$ cat config.mk
export PLATFORM = sky130hd
export DESIGN_NAME = interrupt_controller
export DESIGN_NICKNAME = d
export VERILOG_FILES = /design/src/rtl/interrupt_controller_pkg.sv /design/src/rtl/irq_prio_enc.sv /design/src/rtl/interrupt_controller.sv
export SDC_FILE = /design/constraint.sdc
export NUM_CORES = 1
export LEC_CHECK = 0
export ABC_AREA = 1
export CAP_MARGIN = 25
export CORE_UTILIZATION = 39
export DETAILED_ROUTE_END_ITERATION = 8
export GPL_TIMING_DRIVEN = 1
export PLACE_DENSITY = 0.77
export SYNTH_ARGS = -nofsm -noshare
export SYNTH_HDL_FRONTEND = slang
export SYNTH_HIERARCHICAL = 1
export SYNTH_SLANG_ARGS = --single-unit
$ cat constraint.sdc
create_clock -name clk -period 1.2 [get_ports clk]
set_input_delay 0.18 -clock clk [delete_from_list [all_inputs] [get_ports clk]]
set_output_delay 0.18 -clock clk [all_outputs]
set_load 0.005 [all_outputs]
$ cat src/rtl/interrupt_controller_pkg.sv
// rtl/interrupt_controller_pkg.sv - shared state encoding and source constants for the interrupt controller
package interrupt_controller_pkg;

    localparam int DEFAULT_NUM_SRC = 4;
    localparam int IRQ_SRC_TIMER   = 0;

    typedef enum logic [1:0] {
        ST_IDLE    = 2'd0,
        ST_REQ     = 2'd1,
        ST_SERVICE = 2'd2
    } irq_state_t;

endpackage

$ cat src/rtl/irq_prio_enc.sv
// rtl/irq_prio_enc.sv - combinational lowest-index-wins priority encoder with valid flag
module irq_prio_enc #(
    parameter int N    = 4,
    parameter int ID_W = 2
) (
    input  logic [N-1:0]    req,
    output logic [ID_W-1:0] id,
    output logic            valid
);

    // Scan from the top so the lowest set index is the last assignment.
    always_comb begin
        id    = '0;
        valid = 1'b0;
        for (int i = N - 1; i >= 0; i--) begin
            if (req[i]) begin
                id    = ID_W'(i);
                valid = 1'b1;
            end
        end
    end

endmodule

$ cat src/rtl/interrupt_controller.sv
// rtl/interrupt_controller.sv - pending/mask registers and IDLE/REQ/SERVICE request FSM
module interrupt_controller
    import interrupt_controller_pkg::*;
#(
    parameter int NUM_SRC = DEFAULT_NUM_SRC,
    parameter int ID_W    = 2
) (
    input  logic               clk,
    input  logic               rst,
    input  logic [NUM_SRC-1:0] src_pulse,
    input  logic               global_en,
    input  logic               mask_we,
    input  logic [NUM_SRC-1:0] mask_wdata,
    output logic [NUM_SRC-1:0] mask,
    output logic [NUM_SRC-1:0] pending,
    output logic               irq,
    output logic [ID_W-1:0]    irq_id,
    input  logic               irq_ack,
    input  logic               eoi
);

    irq_state_t         state;
    logic [NUM_SRC-1:0] eligible;
    logic [ID_W-1:0]    win_id;
    logic               win_valid;
    logic               ack_now;
    logic [NUM_SRC-1:0] clr_vec;

    assign eligible = pending & mask;
    assign ack_now  = (state == ST_REQ) && irq_ack;

    irq_prio_enc #(
        .N    (NUM_SRC),
        .ID_W (ID_W)
    ) u_prio (
        .req   (eligible),
        .id    (win_id),
        .valid (win_valid)
    );

    always_comb begin
        clr_vec = '0;
        for (int i = 0; i < NUM_SRC; i++) begin
            clr_vec[i] = ack_now && (irq_id == ID_W'(i));
        end
    end

    always_ff @(posedge clk) begin
        if (rst) begin
            state   <= ST_IDLE;
            mask    <= '0;
            pending <= '0;
            irq     <= 1'b0;
            irq_id  <= '0;
        end else begin
            if (mask_we) begin
                mask <= mask_wdata;
            end
            // A fresh pulse on the acknowledged source survives its clear.
            pending <= (pending & ~clr_vec) | src_pulse;

            case (state)
                ST_IDLE: begin
                    if (global_en && win_valid) begin
                        state  <= ST_REQ;
                        irq    <= 1'b1;
                        irq_id <= win_id;
                    end
                end
                ST_REQ: begin
                    if (irq_ack) begin
                        state <= ST_SERVICE;
                        irq   <= 1'b0;
                    end else if (!global_en) begin
                        state <= ST_IDLE;
                        irq   <= 1'b0;
                    end
                end
                ST_SERVICE: begin
                    if (eoi) begin
                        state <= ST_IDLE;
                    end
                end
                default: begin
                    state <= ST_IDLE;
                    irq   <= 1'b0;
                end
            endcase
        end
    end

endmodule

==> results.rst <==
.. list-table::
   :header-rows: 1

   * - Metric
     - Value
   * - Number of buffers created by CTS
     - 3
   * - Setup-failing EPs final
     - 1
   * - Maximum count of clock buffers along a single path
     - 2
   * - Diodes inserted
     - 0
   * - Post-detailed-routing wire length
     - between 1000 and 1500 um
   * - Total power after layout
     - between 800 and 900 uW
   * - Number of max-cap violations
     - 0
   * - Post-synthesis sequential area ratio
     - 0.449
   * - Share of Yosys cell area claimed by the top area cell type
     - 0.449
   * - Final Hold Viols
     - 0
   * - CTS Sinks
     - 13
   * - Switch Pwr
     - about 210 uW
   * - Synthesis-to-layout area growth
     - 63.9%
   * - Die Footprint
     - around 0.0016 mm2
   * - Post-DP HPWL
     - 996 um
   * - Hold Crit Class
     - in2reg
   * - Chip Height
     - between 40 and 50 um
   * - Vias per std cell
     - 4.58
   * - Count of antenna-violating nets left after detailed routing
     - 0
   * - Clock tree from TritonCTS
     - done
   * - Top-level I/O count
     - 25
   * - Internal cell power
     - just under 700 uW
   * - Run status
     - complete, but fails checks
   * - # port buffers
     - 24
   * - Clk pin slew, worst setup/hold paths
     - 0.08 ns
   * - Share of cells above drive strength 1
     - 0.280
   * - Source of the worst register-to-register timing path
     - mask[1]$_SDFFE_PP0P_
   * - Proportion of power drawn by combinational gates
     - 0.183
   * - Top achievable clock speed
     - approximately 830 MHz
   * - Chip width
     - 40.5 um
   * - GRT Overall Usage
     - 0.180
   * - Worst-case setup margin in the final layout
     - -0.00552 ns
   * - IR Drop Worst-Case VDD
     - ~760 uV
   * - Endpoint arrival time on the critical path
     - 1.37 ns
   * - Source of the critical timing path
     - mask[1]$_SDFFE_PP0P_
   * - Global-route wire length before repair
     - just under 2000 um
   * - Post-route clock period utilization
     - 1.00
   * - Yosys Warn Count
     - 6
   * - Share of power burned in registers
     - 0.528
   * - Switching share of power
     - 0.238
   * - Antenna violations before repair
     - 0
   * - Drc violations
     - 0
   * - GP Congestion
     - approximately 0.75
   * - Setup crit end kind
     - flip-flop
   * - Most area-consuming cells after synthesis
     - sky130_fd_sc_hd__dfxtp_1 (45%), sky130_fd_sc_hd__nand2_1 (17%), sky130_fd_sc_hd__a21oi_1 (10%), sky130_fd_sc_hd__inv_1 (9.1%), sky130_fd_sc_hd__o21ai_1 (3.5%)
   * - Level count of the clock H-tree
     - 1
   * - Fin crit period
     - around 1.2 ns
   * - Synthesized area per cell
     - between 6 and 7 um2
   * - Count of distinct cell types in the synthesized netlist
     - 15
   * - Cell Area, Synth
     - between 500 and 600 um2
   * - Largest area contributor in the synthesized netlist
     - sky130_fd_sc_hd__dfxtp_1
   * - Slew of the pin with the lowest slew margin
     - between 0.2 and 0.3 ns
   * - Setup slack after placement
     - -0.0596 ns
   * - Setup tns final
     - -0.00552 ns
   * - Crit path kind
     - reg2reg
   * - Clk_lat worst skew
     - about 0.26 ns
   * - Post-Route Skew
     - 0.000413 ns
   * - Number of placement rows
     - 13
   * - Starting density of the core
     - 0.434
   * - Gate count after technology mapping
     - a little over 80
   * - Via count of the first global-routing pass
     - just under 500
   * - Total global routing overflow
     - 0
   * - DRC marker count from the first detailed-route iteration
     - 9
   * - Clk root buf
     - sky130_fd_sc_hd__clkbuf_4
   * - Final Util
     - 0.712
   * - Nets in the synthesized netlist
     - between 90 and 100
   * - Proportion of power drawn by the clock network
     - 0.289
   * - Hold wc startpoint
     - src_pulse[3]
   * - Iteration count of the initial detailed-routing pass
     - 4
   * - Biggest fanout along the worst timing path
     - 3
   * - Critical path required time
     - approximately 1.4 ns
   * - Layout Nets
     - around 130
   * - FF+latch count, synth
     - 13
   * - Final Slew Violations
     - 0
   * - Overall via count from detail_route
     - roughly 610
   * - Violations in the final reports
     - setup timing
   * - Launching element type of the critical path
     - flip-flop
   * - Worst slew margin
     - 0.818
   * - Routed wire per std cell
     - roughly 10 um
   * - Pwr per Cell Area
     - 945 mW/mm2
   * - RSZ-0062 raised after global routing
     - true
   * - Standby leakage power
     - 0.000449 uW
   * - Area of the core
     - ~0.0013 mm2
   * - Maximum number of pins on one net before global-route repair
     - 14
## cell usage in the layout (no fill, tap or decap), types with 2 or more instances in the layout
cell / count
sky130_fd_sc_hd__a21oi_1: 12
sky130_fd_sc_hd__a21oi_2: 2
sky130_fd_sc_hd__buf_4: 6
sky130_fd_sc_hd__clkbuf_4: 3
sky130_fd_sc_hd__clkdlybuf4s50_1: 13
sky130_fd_sc_hd__dfxtp_1: 3
sky130_fd_sc_hd__dfxtp_2: 10
sky130_fd_sc_hd__dlygate4sd2_1: 10
sky130_fd_sc_hd__inv_1: 12
sky130_fd_sc_hd__inv_2: 4
sky130_fd_sc_hd__nand2_1: 23
sky130_fd_sc_hd__nand2_2: 4
sky130_fd_sc_hd__nor2_1: 3
sky130_fd_sc_hd__o21ai_1: 4
## cells in the mapped netlist
| cell type | n |
|---|---|
| sky130_fd_sc_hd__a21oi_1 | 12 |
| sky130_fd_sc_hd__a21oi_2 | 2 |
| sky130_fd_sc_hd__buf_2 | 1 |
| sky130_fd_sc_hd__dfxtp_1 | 13 |
| sky130_fd_sc_hd__inv_1 | 14 |
| sky130_fd_sc_hd__inv_2 | 2 |
| sky130_fd_sc_hd__nand2_1 | 26 |
| sky130_fd_sc_hd__nand2_2 | 1 |
| sky130_fd_sc_hd__nand3b_1 | 1 |
| sky130_fd_sc_hd__nor2_1 | 3 |
| sky130_fd_sc_hd__nor2_4 | 1 |
| sky130_fd_sc_hd__nor3_1 | 1 |
| sky130_fd_sc_hd__nor3_2 | 1 |
| sky130_fd_sc_hd__o21ai_1 | 4 |
| sky130_fd_sc_hd__o21bai_1 | 1 |
## worst max-delay path, cell delays in order (launching register included)
cell	delay, ns
sky130_fd_sc_hd__dfxtp_2	0.34
sky130_fd_sc_hd__buf_6	0.09
sky130_fd_sc_hd__nand2_2	0.04
sky130_fd_sc_hd__inv_2	0.06
sky130_fd_sc_hd__nor2_1	0.04
sky130_fd_sc_hd__nand2_1	0.07
sky130_fd_sc_hd__nand2_2	0.08
sky130_fd_sc_hd__o21bai_1	0.18
sky130_fd_sc_hd__nand2_1	0.08
sky130_fd_sc_hd__nand2_1	0.08
sky130_fd_sc_hd__a21oi_2	0.05
## path summary, 6_finish.rpt
| path | slack [ns] | end | depth (start not counted) |
|---|---|---|---|
| worst max register to register | -0.006 | irq$_SDFFE_PP0P_ | 10 |
| worst min-delay path | 0.44 | pending[3]$_SDFF_PP0_ | 3 |
| worst max-delay path | -0.006 | irq$_SDFFE_PP0P_ | 10 |
| worst min register to register | 0.47 | mask[3]$_SDFFE_PP0P_ | 2 |
## registers in the layout, summed over array words and instances (netlist names)
name,flops
irq,1
irq_id,2
mask,4
pending,4
state,2
## routing by layer
layer  part of all wire  up-vias  global-route usage
met2               0.52       16               0.290
met4                  0        0              0.0750
li1                   -      325                   -
met5                  0        -                   0
met1               0.44      268               0.243
met3              0.039        0              0.0167
## power groups by stage
stage	sequential, uW	combinational, uW	clock [uW]
after floorplan	480	55.8	0
after detailed placement	479	166	0
after global placement	479	164	0
after CTS	470	165	267
final	474	164	259
after global routing	478	182	291
## kinds of logic (layout without fill, tap and decap cells)
group,count (synthesis),in the layout,synth area share
buffers and inverters,17,52,0.112
DFF,13,13,0.449
and+or+nand+nor,34,34,0.257
AOI/OAI and AO/OA,19,19,0.181
## through the flow
stage	std cells	hold slack, ns	cell area, um2
finish	133	0.443	950
global route	133	0.451	950
CTS	134	0.443	938
detailed placement	126	0.461	883
global placement	126	0.464	883
floorplan	83	0.249	579
## what timing repair did
action	4_1_cts	5_1_grt
cloned	0	0
pin swaps	0	4
buffers inserted	4	1
hold buffers	0	0
endpoints found under the setup margin	11	4
resized for setup	21	8
## area by class of cell
cell class | count | area [um2]
clock buffer | 4 | 26.3
fill | 121 | 384
sequential | 13 | 273
inverter | 16 | 60.1
multi-input combinational | 53 | 268
tap | 15 | 18.8
timing repair buffer | 32 | 304
Power figures use the tool's default switching activity.
